### config.mk
export PLATFORM = sky130hd
export DESIGN_NAME = vram_arbiter
export DESIGN_NICKNAME = d
export VERILOG_FILES = /design/src/rtl/vram_arbiter.sv
export SDC_FILE = /design/constraint.sdc
export NUM_CORES = 1
export LEC_CHECK = 0
export BUFFER_PORTS_ARGS = -buffer_cell sky130_fd_sc_hd__buf_2
export CAP_MARGIN = 15
export CORE_MARGIN = 10
export CORE_UTILIZATION = 46
export CTS_CLUSTER_DIAMETER = 40
export DETAILED_ROUTE_END_ITERATION = 7
export PLACE_DENSITY = 0.75
export SKIP_CTS_REPAIR_TIMING = 1
export SLEW_MARGIN = 20
export SYNTH_ARGS = -nofsm -noshare
export SYNTH_HDL_FRONTEND = slang
export SYNTH_SLANG_ARGS = --single-unit
### constraint.sdc
create_clock -name clk_sys -period 1.49 [get_ports clk_sys]
set_clock_uncertainty 0.15 [all_clocks]
set_input_delay 0.298 -clock clk_sys [delete_from_list [all_inputs] [get_ports clk_sys]]
set_output_delay 0.298 -clock clk_sys [all_outputs]
set_load 0.05 [all_outputs]
### src/rtl/vram_arbiter.sv
// -----------------------------------------------------------------------------
// vram_arbiter
//
// Shares one single-port synchronous screen RAM between the video fetch engine
// and the CPU. Video reads always win the issue slot and have a fixed latency
// of RAM_LAT+2 cycles. CPU accesses are captured into a one-entry buffer and
// issued on the first cycle without a video read.
//
// Ports
//   clk_sys, nRESET            clock, asynchronous active-low reset
//   vid_rd, vid_addr           video read strobe and address
//   vid_dout, vid_valid        video read data and its one-cycle strobe
//   cpu_req, cpu_we,           CPU request (level, held until cpu_ack),
//   cpu_addr, cpu_din          direction, address and write data
//   cpu_dout, cpu_ack          CPU read data and completion strobe
//   cpu_wait                   captured CPU op waiting for a free slot
//   starve                     sticky: a CPU op waited MAX_WAIT cycles
//   ram_addr, ram_din, ram_we  registered RAM command
//   ram_dout                   RAM read data, RAM_LAT cycles after ram_addr
// -----------------------------------------------------------------------------
module vram_arbiter #(
   parameter int AW       = 15,
   parameter int DW       = 8,
   parameter int RAM_LAT  = 1,
   parameter int MAX_WAIT = 32
) (
   input  logic          clk_sys,
   input  logic          nRESET,
   input  logic          vid_rd,
   input  logic [AW-1:0] vid_addr,
   output logic [DW-1:0] vid_dout,
   output logic          vid_valid,
   input  logic          cpu_req,
   input  logic          cpu_we,
   input  logic [AW-1:0] cpu_addr,
   input  logic [DW-1:0] cpu_din,
   output logic [DW-1:0] cpu_dout,
   output logic          cpu_ack,
   output logic          cpu_wait,
   output logic          starve,
   output logic [AW-1:0] ram_addr,
   output logic [DW-1:0] ram_din,
   output logic          ram_we,
   input  logic [DW-1:0] ram_dout
);

   localparam int             CW      = $clog2(MAX_WAIT + 1);
   localparam logic [CW-1:0]  MAX_CNT = CW'(MAX_WAIT);

   typedef enum logic [1:0] {
      ST_EMPTY    = 2'd0,
      ST_PENDING  = 2'd1,
      ST_INFLIGHT = 2'd2
   } buf_state_t;

   buf_state_t    state_q, state_d;
   logic          buf_we_q, buf_we_d;
   logic [AW-1:0] buf_addr_q, buf_addr_d;
   logic [DW-1:0] buf_din_q, buf_din_d;
   logic [CW-1:0] wait_cnt_q, wait_cnt_d;
   logic          starve_q, starve_d;
   logic [AW-1:0] ram_addr_q, ram_addr_d;
   logic [DW-1:0] ram_din_q, ram_din_d;
   logic          ram_we_q, ram_we_d;
   logic          vid_valid_q, vid_valid_d;
   logic [DW-1:0] vid_dout_q, vid_dout_d;
   logic          cpu_ack_q, cpu_ack_d;
   logic [DW-1:0] cpu_dout_q, cpu_dout_d;

   // Tag pipe: bit 1 = video read, bit 0 = CPU read. Stage 0 lines up with
   // ram_addr; stage RAM_LAT lines up with the matching ram_dout.
   logic [RAM_LAT:0][1:0] tag_q, tag_d;

   logic cpu_issue;
   logic cpu_rd_done;

   always_comb begin
      state_d    = state_q;
      buf_we_d   = buf_we_q;
      buf_addr_d = buf_addr_q;
      buf_din_d  = buf_din_q;
      wait_cnt_d = wait_cnt_q;
      starve_d   = starve_q;
      ram_addr_d = ram_addr_q;
      ram_din_d  = ram_din_q;
      ram_we_d   = 1'b0;
      tag_d      = tag_q;

      // The CPU only gets the slot when video does not want it.
      cpu_issue = (state_q == ST_PENDING) && !vid_rd;

      // Issue slot
      if (vid_rd) begin
         ram_addr_d = vid_addr;
      end else if (cpu_issue) begin
         ram_addr_d = buf_addr_q;
         ram_we_d   = buf_we_q;
         if (buf_we_q) begin
            ram_din_d = buf_din_q;
         end
      end

      tag_d[0] = {vid_rd, cpu_issue & ~buf_we_q};
      for (int i = 1; i <= RAM_LAT; i++) begin
         tag_d[i] = tag_q[i-1];
      end

      // Request buffer
      case (state_q)
         ST_EMPTY: begin
            if (cpu_req) begin
               buf_we_d   = cpu_we;
               buf_addr_d = cpu_addr;
               buf_din_d  = cpu_din;
               state_d    = ST_PENDING;
            end
         end
         ST_PENDING: begin
            if (cpu_issue) begin
               state_d = ST_INFLIGHT;
            end
         end
         ST_INFLIGHT: begin
            // Leaving on the ack cycle itself means a request seen during
            // that cycle is ignored; capture starts the cycle after.
            if (cpu_ack_q) begin
               state_d = ST_EMPTY;
            end
         end
         default: state_d = ST_EMPTY;
      endcase

      // Starvation counter counts PENDING cycles that lost the slot.
      if (state_q == ST_PENDING) begin
         if (cpu_issue) begin
            wait_cnt_d = '0;
         end else if (wait_cnt_q != MAX_CNT) begin
            wait_cnt_d = wait_cnt_q + 1'b1;
         end
      end
      if (wait_cnt_d == MAX_CNT) begin
         starve_d = 1'b1;
      end

      // Result steering at the pipe exit
      cpu_rd_done = tag_q[RAM_LAT][0];
      vid_valid_d = tag_q[RAM_LAT][1];
      vid_dout_d  = vid_valid_d ? ram_dout : vid_dout_q;
      cpu_dout_d  = cpu_rd_done ? ram_dout : cpu_dout_q;
      // Only CPU ops ever write, so a write ack follows ram_we directly.
      cpu_ack_d   = cpu_rd_done | ram_we_q;
   end

   always_ff @(posedge clk_sys or negedge nRESET) begin
      if (!nRESET) begin
         state_q     <= ST_EMPTY;
         buf_we_q    <= 1'b0;
         buf_addr_q  <= '0;
         buf_din_q   <= '0;
         wait_cnt_q  <= '0;
         starve_q    <= 1'b0;
         ram_addr_q  <= '0;
         ram_din_q   <= '0;
         ram_we_q    <= 1'b0;
         tag_q       <= '0;
         vid_valid_q <= 1'b0;
         vid_dout_q  <= '0;
         cpu_ack_q   <= 1'b0;
         cpu_dout_q  <= '0;
      end else begin
         state_q     <= state_d;
         buf_we_q    <= buf_we_d;
         buf_addr_q  <= buf_addr_d;
         buf_din_q   <= buf_din_d;
         wait_cnt_q  <= wait_cnt_d;
         starve_q    <= starve_d;
         ram_addr_q  <= ram_addr_d;
         ram_din_q   <= ram_din_d;
         ram_we_q    <= ram_we_d;
         tag_q       <= tag_d;
         vid_valid_q <= vid_valid_d;
         vid_dout_q  <= vid_dout_d;
         cpu_ack_q   <= cpu_ack_d;
         cpu_dout_q  <= cpu_dout_d;
      end
   end

   assign vid_dout  = vid_dout_q;
   assign vid_valid = vid_valid_q;
   assign cpu_dout  = cpu_dout_q;
   assign cpu_ack   = cpu_ack_q;
   assign cpu_wait  = (state_q == ST_PENDING);
   assign starve    = starve_q;
   assign ram_addr  = ram_addr_q;
   assign ram_din   = ram_din_q;
   assign ram_we    = ram_we_q;

endmodule

# --- After elaboration in Yosys (flattened, before gate mapping) ---
# Index checks and enable logic that the tools add are counted.
totals:
  word_cells: 45
  output_inout_bits: 44
  reg_bits: 79
  inputBits: 51
classes:
  n_mux: 11
  n_reduce_logical: 7
  eq_ne: 7
  n_bitwise: 4
  n_addsub: 1
ops:
  columns: ["operator", "n"]
  rows:
  - ["$mux W15", 2]
  - ["$mux W6", 3]
  - ["$add A6 B1 Y6 const B", 1]
  - ["$eq A6 B6 Y1 const B", 1]
  - ["$mux W2", 3]
  - ["$ne A6 B6 Y1 const B", 1]
  - ["$pmux W2 S3", 1]
  - ["$reduce_and A3 Y1", 2]
  - ["$ne A2 B2 Y1 const B", 2]
  - ["$eq A2 B1 Y1 const B", 1]
  - ["$eq A2 B2 Y1 const B", 1]
  - ["$logic_not A2 Y1", 1]
  - ["$mux W1", 2]
  - ["$ne A2 B1 Y1 const B", 1]
  - ["$not A1 Y1", 2]
  - ["$reduce_and A2 Y1", 1]
  - ["$reduce_bool A2 Y1", 1]
  - ["$and A1 B1 Y1", 1]
  - ["$logic_and A1 B1 Y1", 1]
  - ["$logic_not A1 Y1", 1]
  - ["$or A1 B1 Y1", 1]

# --- Longest topological paths before layout ---
# Gate-level depths: netlist of run 1.
depth:
  depth_word: 5
  depth_mapped: 7
  depth_no_buf: 6

# --- Worst setup path before layout of run 1 ---
# OpenSTA, ideal clock, no wires.
synth_timing:
  path_kind: "register to register"
  from: "reg state_q[1]"
  to: "reg ram_din_q[0] (netlist: ram_din[0])"
  arrival_ns: 1.453
  path_buffers: 2
  path_slack_ns: -0.238
  required_ns: 1.215
  setup_time_ns: 0.125
  synth_period_minus_slack_ns: 1.728
  path_stages_with_launch: 7
  path_cell_list: "dfrtp_1 nand2b_1 buf_6 inv_4 and3_4 buf_6 mux2_4"
synth_via:
  elab_chain_cells: 3
synth_lines:
  columns: ["item", "line_no", "source"]
  rows:
  - ["start, declared", "56", "buf_state_t state_q, state_d;"]
  - ["start signal, assigned", "171", "state_q <= state_d;"]
  - ["$eq A2 B1 Y1", null, null]
  - ["named net cpu_wait", "39", "output logic cpu_wait,"]
  - ["$logic_and A1 B1 Y1", "90", "cpu_issue = (state_q == ST_PENDING) && !vid_rd;"]
  - ["$reduce_and A3 Y1 (no source line)", null, null]
  - ["end signal, assigned", "178", "ram_din_q <= ram_din_d;"]
  - ["end, declared", "63", "logic [DW-1:0] ram_din_q, ram_din_d;"]
# The timed path passes the listed nets, and every way through them passes these cells.
# A chain may end at the register's enable or synchronous reset.

# --- Final worst setup path of run 1 ---
layout_timing:
  from: "reg state_q[1]"
  to: "reg buf_din_q[6]"
layout_via:
  elab_chain_cells: 2
layout_lines:
  columns: ["item", "line_no", "source"]
  rows:
  - ["$logic_not A2 Y1", "109", "case (state_q)"]
  - ["$reduce_and A2 Y1 (no source line)", null, null]
  - ["end signal, assigned", "174", "buf_din_q <= buf_din_d;"]
  - ["end, declared", "59", "logic [DW-1:0] buf_din_q, buf_din_d;"]
# No other way between the ends.

==> impl_metrics.json, run 1 <==
{
  "crit_type": "reg2reg",
  "cts_htree_levels": 3,
  "seq_area_um2": 1980,
  "crit_path_max_incr_delay_ns": 0.41,
  "ys_seq_area_share_pct": 60.1,
  "areaGrowthSynthToFinish_pct": 34.2,
  "num_io_pins": 95,
  "worstPathRequired_ns": 1.57,
  "syn_area_um2": 3290,
  "drt_iter0_markers": 90,
  "dr.pass1.iters": 4,
  "clk_latency_ns": 0.34,
  "cp_slowest_cell": "dfrtp_1",
  "num_vias": 2304,
  "drive_gt1_share_pct": 56.2,
  "cts_buffers": 9,
  "hp-class": "in2reg",
  "start_util_pct": 47.9,
  "drc_errors": 0,
  "crit-reg2reg-launch": "state_q[1]$_DFFE_PN0P_",
  "antenna_found_initial": 0,
  "synth_edf_count": 0,
  "synth_cell_types": 35,
  "status": "finished with violations",
  "critPathBufInv": 3,
  "cts_num_sinks": 79,
  "pre_cts_slack_ns": -0.171,
  "slew_headroom_pct": 74.1,
  "critPathMaxFanout": 6,
  "crit_family": "buffers and inverters",
  "grt_pass1_wl_um": 12500,
  "ys_top_cells_by_area": "dfrtp_1, mux2_2, mux2i_1",
  "num_rows": 30,
  "yosys.area.top_type": "dfrtp_1",
  "die_h_um": 105,
  "clock-root-buffer": "clkbuf_8",
  "die_w_um": 105,
  "clkTransAtPathRegs_ns": 0.08,
  "layout.nets": 411,
  "syn-num-nets": 293,
  "hold_violations": 0,
  "power.density_nw_per_um2": 2220,
  "drv_cap": 0,
  "ys_ff_latch": 79,
  "routed_wl_um": 7700,
  "place.gp.congestion": 0.772,
  "clk_path_buf_depth": 2,
  "path_cells": "buf_6, nor3b_4, buf_6, buf_6, mux2_2",
  "async_reset_ff_share_pct": 100,
  "n_antenna_cell": 0,
  "leakage_nw": 2.19,
  "overflow": 0,
  "synth_flop_cell": "dfrtp_1",
  "dp_hpwl_um": 5440,
  "r2r-end": "buf_din_q[6]$_DFFE_PN0P_",
  "grt_use_total_pct": 13.7,
  "fmax_ghz": 0.621,
  "r2r_slack_ns": -0.12,
  "syn_avg_cell_area_um2": 13.7,
  "yosys_warnings": 0,
  "crit_path_end_kind": "register",
  "stdcell_count": 459,
  "grt_max_degree": 33,
  "dp_cells": 436,
  "violations": "negative setup slack",
  "drv_slew": 0,
  "core_um2": 6870,
  "worstPathArrival_ns": 1.69,
  "synth_top_area_share_pct": 60.1,
  "holdPathEnd": "ram_addr[14]$_DFFE_PN0P_",
  "period_share_pct": 108,
  "setup_viol": 46,
  "finish.utilization_pct": 64.3,
  "rsz0062_at_grt": "yes",
  "hold-path-cell-count": 3,
  "dieArea_um2": 10900,
  "setup.worst_path.start_class": "register",
  "portBuffers": 94,
  "multi_input_area_um2": 1290,
  "vdd_drop_max_v": 0.00115,
  "ant_nets": 0,
  "cpMostUsedCell": "buf_6",
  "cts_tree": "done",
  "grt_pass1_vias": 2506,
  "reg2reg_depth": 5,
  "synth_cells": 240,
  "nFillCells": 525,
  "via_per_inst": 5.02,
  "finalCriticalPeriod_ns": 1.61,
  "timing.final.ws_setup_ns": -0.120,
  "worstMarginPinSlew_ns": 0.389,
  "hp-start": "vid_addr[14]",
  "avgRoutedWirePerCell_um": 16.8
}
-- state kept, by name, summed over array words and instances, names as in the netlist --
signal,count
cpu_ack,1
vid_dout,8
vid_valid,1
buf_din_q,8
starve,1
buf_we_q,1
cpu_rd_done,1
cpu_dout,8
tag_d,2
ram_addr,15
state_q,2
ram_we,1
tag_q,1
buf_addr_q,15
ram_din,8
wait_cnt_q,6
-- synth_stat cells (2+ instances only) --
cell type,count
nor2_1,2
o22ai_1,2
mux2_2,40
o21ai_0,19
ha_1,2
clkbuf_1,5
nor3_1,5
nand3_1,2
a21oi_2,2
buf_4,4
mux2_4,8
inv_1,4
nand2b_1,2
a21oi_1,4
a21o_1,2
buf_6,6
mux2i_1,16
nand2_1,20
dfrtp_1,79
-- power by group --
group / switching [mW] / total (mW) / internal (mW)
Combinational: 2.70 / 4.63 / 1.94
Clock: 0.756 / 1.67 / 0.915
Sequential: 0.538 / 3.51 / 2.98
Total: 3.99 / 9.82 / 5.83
-- placed cells by master (no fill, tap or decap), types with 2 or more instances in the layout --
cell type / synthesis / layout
nor2_1: 2 / 2
buf_12: 0 / 4
a21oi_1: 4 / 4
buf_2: 1 / 90
clkbuf_8: 0 / 12
o21ai_0: 19 / 17
dfrtp_1: 79 / 78
o22ai_1: 2 / 2
mux2_2: 40 / 23
and3_4: 1 / 2
inv_1: 4 / 3
dlygate4sd3_1: 0 / 2
buf_4: 4 / 20
buf_8: 0 / 2
nor3_1: 5 / 4
buf_6: 6 / 3
mux2i_1: 16 / 16
a21oi_2: 2 / 2
clkbuf_4: 0 / 2
mux2_4: 8 / 25
nand2_1: 20 / 20
nand3_2: 1 / 2
a21o_1: 2 / 2
-- worst min-delay path, cell delays in order --
cell	delay, ns
buf_2	0.08
nand2_1	0.04
o21ai_0	0.05
-- through the flow --
step / instance area (um2) / TNS (ns) / total power [mW] / hold slack (ns)
floorplan: 3320 / -3.98 / 6.65 / -0.148
global placement: 3980 / -1.45 / 7.57 / 0.0838
detailed placement: 3980 / -2.67 / 7.70 / 0.0833
CTS: 4190 / -3.84 / 9.40 / -0.295
global route: 4410 / -6.50 / 10.3 / 0.0178
finish: 4410 / -3.34 / 9.82 / 0.00900
-- worst max-delay path by stage --
stage	startpoint	end	slack (ns)	cells after the start
floorplan	state_q[0]$_DFFE_PN0P_	buf_addr_q[0]$_DFFE_PN0P_	-0.14	3
global placement	wait_cnt_q[0]$_DFF_PN0_	wait_cnt_q[2]$_DFF_PN0_	-0.09	7
detailed placement	wait_cnt_q[1]$_DFF_PN0_	wait_cnt_q[2]$_DFF_PN0_	-0.17	7
CTS	state_q[1]$_DFFE_PN0P_	cpu_wait	-0.25	3
global route	state_q[1]$_DFFE_PN0P_	buf_din_q[6]$_DFFE_PN0P_	-0.17	5
finish	state_q[1]$_DFFE_PN0P_	buf_din_q[6]$_DFFE_PN0P_	-0.12	5
-- final cells by class --
cell class                 count  area share, %
multi-input combinational    140           29.2
timing repair buffer         123           17.7
sequential                    79           44.8
clock buffer                  12           3.74
clock inverter                 4           1.16
inverter                       5          0.709
tap                           96           2.72
-- logic make-up after synthesis --
| logic type | after synthesis | synth area share [%] |
|---|---|---|
| adder cells (fa/ha/maj) | 2 | 0.761 |
| AO/OA/AOI/OAI | 34 | 6.24 |
| buffers and inverters | 21 | 4.34 |
| XOR/XNOR | 1 | 0.266 |
| multiplexers | 64 | 22.2 |
| AND/OR/NAND/NOR | 39 | 6.05 |
| flip-flops | 79 | 60.1 |
-- metal layers --
layer | share of wire (%) | vias up | track usage, % | wire length [um]
li1 | - | 1073 | - | -
met3 | 7.7 | 6 | 5.16 | 594
met1 | 45 | 1146 | 17.4 | 3460
met2 | 46 | 79 | 20.3 | 3570
met4 | 0.95 | 0 | 6.16 | 73
met5 | 0 | - | 0 | 0
Note: power is estimated with default switching activity, not from simulation.
==> run 2, diff against run 1 <==
Settings changed: REMOVE_ABC_BUFFERS set to 1.
==> impl_metrics.json, run 2 (same netlist as run 1, synthesis figures left out) <==
{
  "drive_gt1_share_pct": 57.3,
  "clkTransAtPathRegs_ns": 0.08,
  "crit-reg2reg-launch": "state_q[1]$_DFFE_PN0P_",
  "grt_use_total_pct": 12.9,
  "power.density_nw_per_um2": 2220,
  "layout.nets": 413,
  "grt_pass1_wl_um": 11600,
  "areaGrowthSynthToFinish_pct": 33.9,
  "worstPathRequired_ns": 1.04,
  "fmax_ghz": 0.599,
  "wl_met2_um": 3700,
  "slew_headroom_pct": 72.2,
  "portBuffers": 94,
  "place_area_um2": 3960,
  "setup.worst_path.start_class": "register",
  "timing.final.ws_setup_ns": -0.178,
  "stdcell_area_um2": 4400,
  "status": "finished with violations",
  "m1WireLength_um": 3310,
  "hold_violations": 0,
  "num_io_pins": 95,
  "layout_common_cells": "buf_2, dfrtp_1, mux2_2, mux2_4, buf_4",
  "crit_path_max_incr_delay_ns": 0.40,
  "avgRoutedWirePerCell_um": 16.5,
  "cts_num_sinks": 79,
  "die_w_um": 105,
  "finalCriticalPeriod_ns": 1.67,
  "crit_type": "reg2out",
  "clk_path_buf_depth": 2,
  "worstMarginPinSlew_ns": 0.417,
  "hold_slack_ns": 0.0110,
  "routed_wl_um": 7590,
  "rsz0062_at_grt": "yes",
  "dr.pass1.iters": 4,
  "critPathMaxFanout": 4,
  "core_um2": 6870,
  "leakage_nw": 2.17,
  "cts_tree": "done",
  "hp-start": "vid_addr[9]",
  "cp-startpoint": "state_q[1]$_DFFE_PN0P_",
  "dp_hpwl_um": 5280,
  "place.gp.congestion": 0.809,
  "drc_errors": 0,
  "final_common_cell": "buf_2",
  "crit_family": "flip-flops",
  "clock-root-buffer": "clkbuf_8",
  "num_rows": 30,
  "num_vias": 2277,
  "overflow": 0,
  "highest_layer": "met4",
  "path_cells": "nand2b_4, inv_4, buf_6, buf_8",
  "drv_slew": 0,
  "dieArea_um2": 10900,
  "clk_latency_ns": 0.34,
  "vdd_drop_max_v": 0.000979,
  "die_h_um": 105,
  "drt_iter0_markers": 46,
  "ant_nets": 0,
  "critPathBufInv": 3,
  "met3_length_um": 525,
  "crit_path_end_kind": "output pin",
  "via_per_inst": 4.94,
  "hp-class": "in2reg",
  "n_antenna_cell": 0,
  "violations": "negative setup slack",
  "antenna_found_initial": 0,
  "start_util_pct": 47.9,
  "drv_cap": 0,
  "period_share_pct": 112,
  "grt_max_degree": 80,
  "cp_slowest_cell": "dfrtp_1",
  "cts_htree_levels": 3,
  "setup_viol": 36,
  "grt_pass1_vias": 2476,
  "cts_buffers": 9,
  "worstPathArrival_ns": 1.22
}
-- run 2: cell count changes in the layout (fill, tap and decap cells not counted), sizes merged --
| cell | change |
|---|---|
| and3 | +1 |
| clkbuf | -1 |
| clkinvlp | +1 |
| inv | +1 |
-- run 2: final cells by class --
| type | instances | area (um2) |
|---|---|---|
| inverters | 5 | 21.3 |
| clock buffers | 10 | 138 |
| clock inverters | 6 | 67.6 |
| fillers | 542 | 2460 |
| repair buffers | 124 | 779 |
| well taps | 96 | 120 |
| flip-flops and latches | 79 | 1980 |
| multi-input cells | 141 | 1300 |
-- run 2: stage by stage --
stage                     TNS (ns)  power, mW  utilization (%)  std cells  setup slack, ns
final                        -3.06       9.77             64.1        461           -0.178
after global routing         -5.07       10.3             64.1        461           -0.233
after CTS                    -3.47       9.32             60.6        452           -0.428
after detailed placement     -2.38       7.69             57.6        436           -0.128
after global placement       -1.84       7.55             57.6        436          -0.0883
after floorplan             -32.37       6.39                -        224           -0.881
-- run 2: routing by layer --
layer,GRT usage (%),up-vias
met2,20.9,61
met1,15.2,1138
met5,0,-
li1,-,1072
met3,4.55,6
met4,5.67,0
-- run 2: worst register-to-register path: stages, from the launching register on --
cell	delay (ns)
dfrtp_1	0.40
buf_4	0.15
nor3b_4	0.17
buf_6	0.15
clkbuf_16	0.15
mux2_2	0.33
-- run 2: final timing paths --
check                                                end  slack (ns)  cells after the start
max in group asynchronous        wait_cnt_q[0]$_DFF_PN0_        0.50                      3
worst max register to register  buf_din_q[3]$_DFFE_PN0P_       -0.12                      5
worst min-delay path             ram_addr[9]$_DFFE_PN0P_        0.01                      3
worst min register to register     cpu_rd_done$_DFF_PN0_        0.21                      0
min in group asynchronous        wait_cnt_q[2]$_DFF_PN0_        0.37                      3
worst max-delay path                            cpu_wait       -0.18                      4
-- run 2: report_power, final --
part | total, mW | switching [mW] | internal [mW]
registers | 3.52 | 0.542 | 2.97
clock network | 1.63 | 0.799 | 0.829
logic | 4.63 | 2.67 | 1.96
==> run 3, diff against run 2 <==
Settings changed: BUFFER_PORTS_ARGS -buffer_cell sky130_fd_sc_hd__buf_2 to -buffer_cell sky130_fd_sc_hd__buf_4.
==> impl_metrics.json, run 3 (same netlist as run 1, synthesis figures left out) <==
{
  "num_rows": 30,
  "status": "finished with violations",
  "cts_tree": "done",
  "drv_slew": 0,
  "finalCriticalPeriod_ns": 1.64,
  "top_usage_layer": "met2",
  "num_io_pins": 95,
  "crit_family": "flip-flops",
  "cp-startpoint": "state_q[1]$_DFFE_PN0P_",
  "violations": "negative setup slack",
  "die_w_um": 105,
  "use_met3_pct": 5.65,
  "grt_max_degree": 39,
  "via_per_inst": 4.87,
  "grt.met2_usage_pct": 21.4,
  "vdd_drop_max_v": 0.000981,
  "core_um2": 6870,
  "rsz0062_at_grt": "yes",
  "final_common_cell": "buf_4",
  "antenna_found_initial": 0,
  "path_cells": "nand2b_4, inv_4, buf_6, buf_8",
  "overflow": 0,
  "n_antenna_cell": 0,
  "worstPathArrival_ns": 1.19,
  "cts_htree_levels": 3,
  "routed_wl_um": 7900,
  "start_util_pct": 47.9,
  "nFillCells": 538,
  "grt_pass1_wl_um": 12000,
  "hp-start": "vid_addr[2]",
  "worstPathRequired_ns": 1.04,
  "num_vias": 2263,
  "place.gp.congestion": 0.758,
  "crit_path_max_incr_delay_ns": 0.39,
  "ant_nets": 0,
  "crit-reg2reg-launch": "state_q[1]$_DFFE_PN0P_",
  "crit_type": "reg2out",
  "grt_pass1_vias": 2350,
  "hold_slack_ns": 0.00564,
  "avgRoutedWirePerCell_um": 17.0,
  "setup_viol": 30,
  "hold_violations": 0,
  "hp-class": "in2reg",
  "critPathBufInv": 3,
  "cts_buffers": 9,
  "cts_num_sinks": 79,
  "period_share_pct": 110,
  "clk_latency_ns": 0.35,
  "cp_slowest_cell": "dfrtp_1",
  "clock-root-buffer": "clkbuf_8",
  "grt_use_total_pct": 13.6,
  "slew_headroom_pct": 74.9,
  "layout.nets": 417,
  "use_met1_pct": 16.2,
  "dp_hpwl_um": 5600,
  "layout_common_cells": "buf_4, dfrtp_1, mux2_2, nand2_1, o21ai_0",
  "dr.pass1.iters": 4,
  "fmax_ghz": 0.611,
  "areaGrowthSynthToFinish_pct": 42.7,
  "critPathMaxFanout": 4,
  "setup.worst_path.start_class": "register",
  "die_h_um": 105,
  "portBuffers": 94,
  "leakage_nw": 2.23,
  "timing.final.ws_setup_ns": -0.146,
  "crit_path_end_kind": "output pin",
  "worstMarginPinSlew_ns": 0.376,
  "drive_gt1_share_pct": 56.6,
  "clk_path_buf_depth": 2,
  "power.density_nw_per_um2": 2140,
  "clkTransAtPathRegs_ns": 0.08,
  "dieArea_um2": 10900,
  "drv_cap": 0,
  "finalSetupTns_ns": -3.29,
  "drc_errors": 0,
  "drt_iter0_markers": 52
}
## run 3: final cells by class
cell class	count	area (um2)	area share, %
Clock inverter	5	81.3	1.73
Tap cell	96	120	2.56
Clock buffer	11	141	3.01
Multi-Input combinational cell	140	1250	26.7
Sequential cell	79	1980	42.2
Timing Repair Buffer	129	1100	23.4
Inverter	5	21.3	0.453
## run 3: routing by layer
metal | vias up | wire length [um] | part of all wire, %
li1 | 1084 | - | -
met1 | 1107 | 3290 | 42
met2 | 63 | 3930 | 50
met3 | 9 | 586 | 7.4
met4 | 0 | 96 | 1.2
met5 | - | 0 | 0
## run 3: path summary, 6_finish.rpt
check | endpoint | slack (ns) | cells after the start
max reg2reg | buf_addr_q[10]$_DFFE_PN0P_ | -0.14 | 5
min in group asynchronous | ram_din[2]$_DFFE_PN0P_ | 0.31 | 3
min reg2reg | cpu_rd_done$_DFF_PN0_ | 0.20 | 0
min | ram_addr[2]$_DFFE_PN0P_ | 0.006 | 3
max | cpu_wait | -0.15 | 4
max in group asynchronous | wait_cnt_q[0]$_DFF_PN0_ | 0.64 | 3
## run 3: tightest hold or removal path, delay by kind of cell
family	cells	cell delay [ns]
AO/OA/AOI/OAI	1	0.05
buffers and inverters	1	0.08
AND/OR/NAND/NOR	1	0.04
## run 3: stage by stage
stage	area [um2]	utilization [%]	power (mW)	setup slack (ns)	cells
after floorplan	3170	-	6.39	-0.881	224
after global placement	4220	61.5	7.86	-0.0631	437
after detailed placement	4220	61.5	7.99	-0.105	437
after CTS	4440	64.7	9.75	-0.288	453
after global routing	4690	68.3	10.6	-0.215	465
final	4690	68.3	10.0	-0.146	465
## run 3: where the power goes
group          total [mW]  internal (mW)  switching [mW]
Sequential           3.51           2.98           0.536
Combinational        4.77           2.09            2.67
Clock                1.76          0.990           0.772
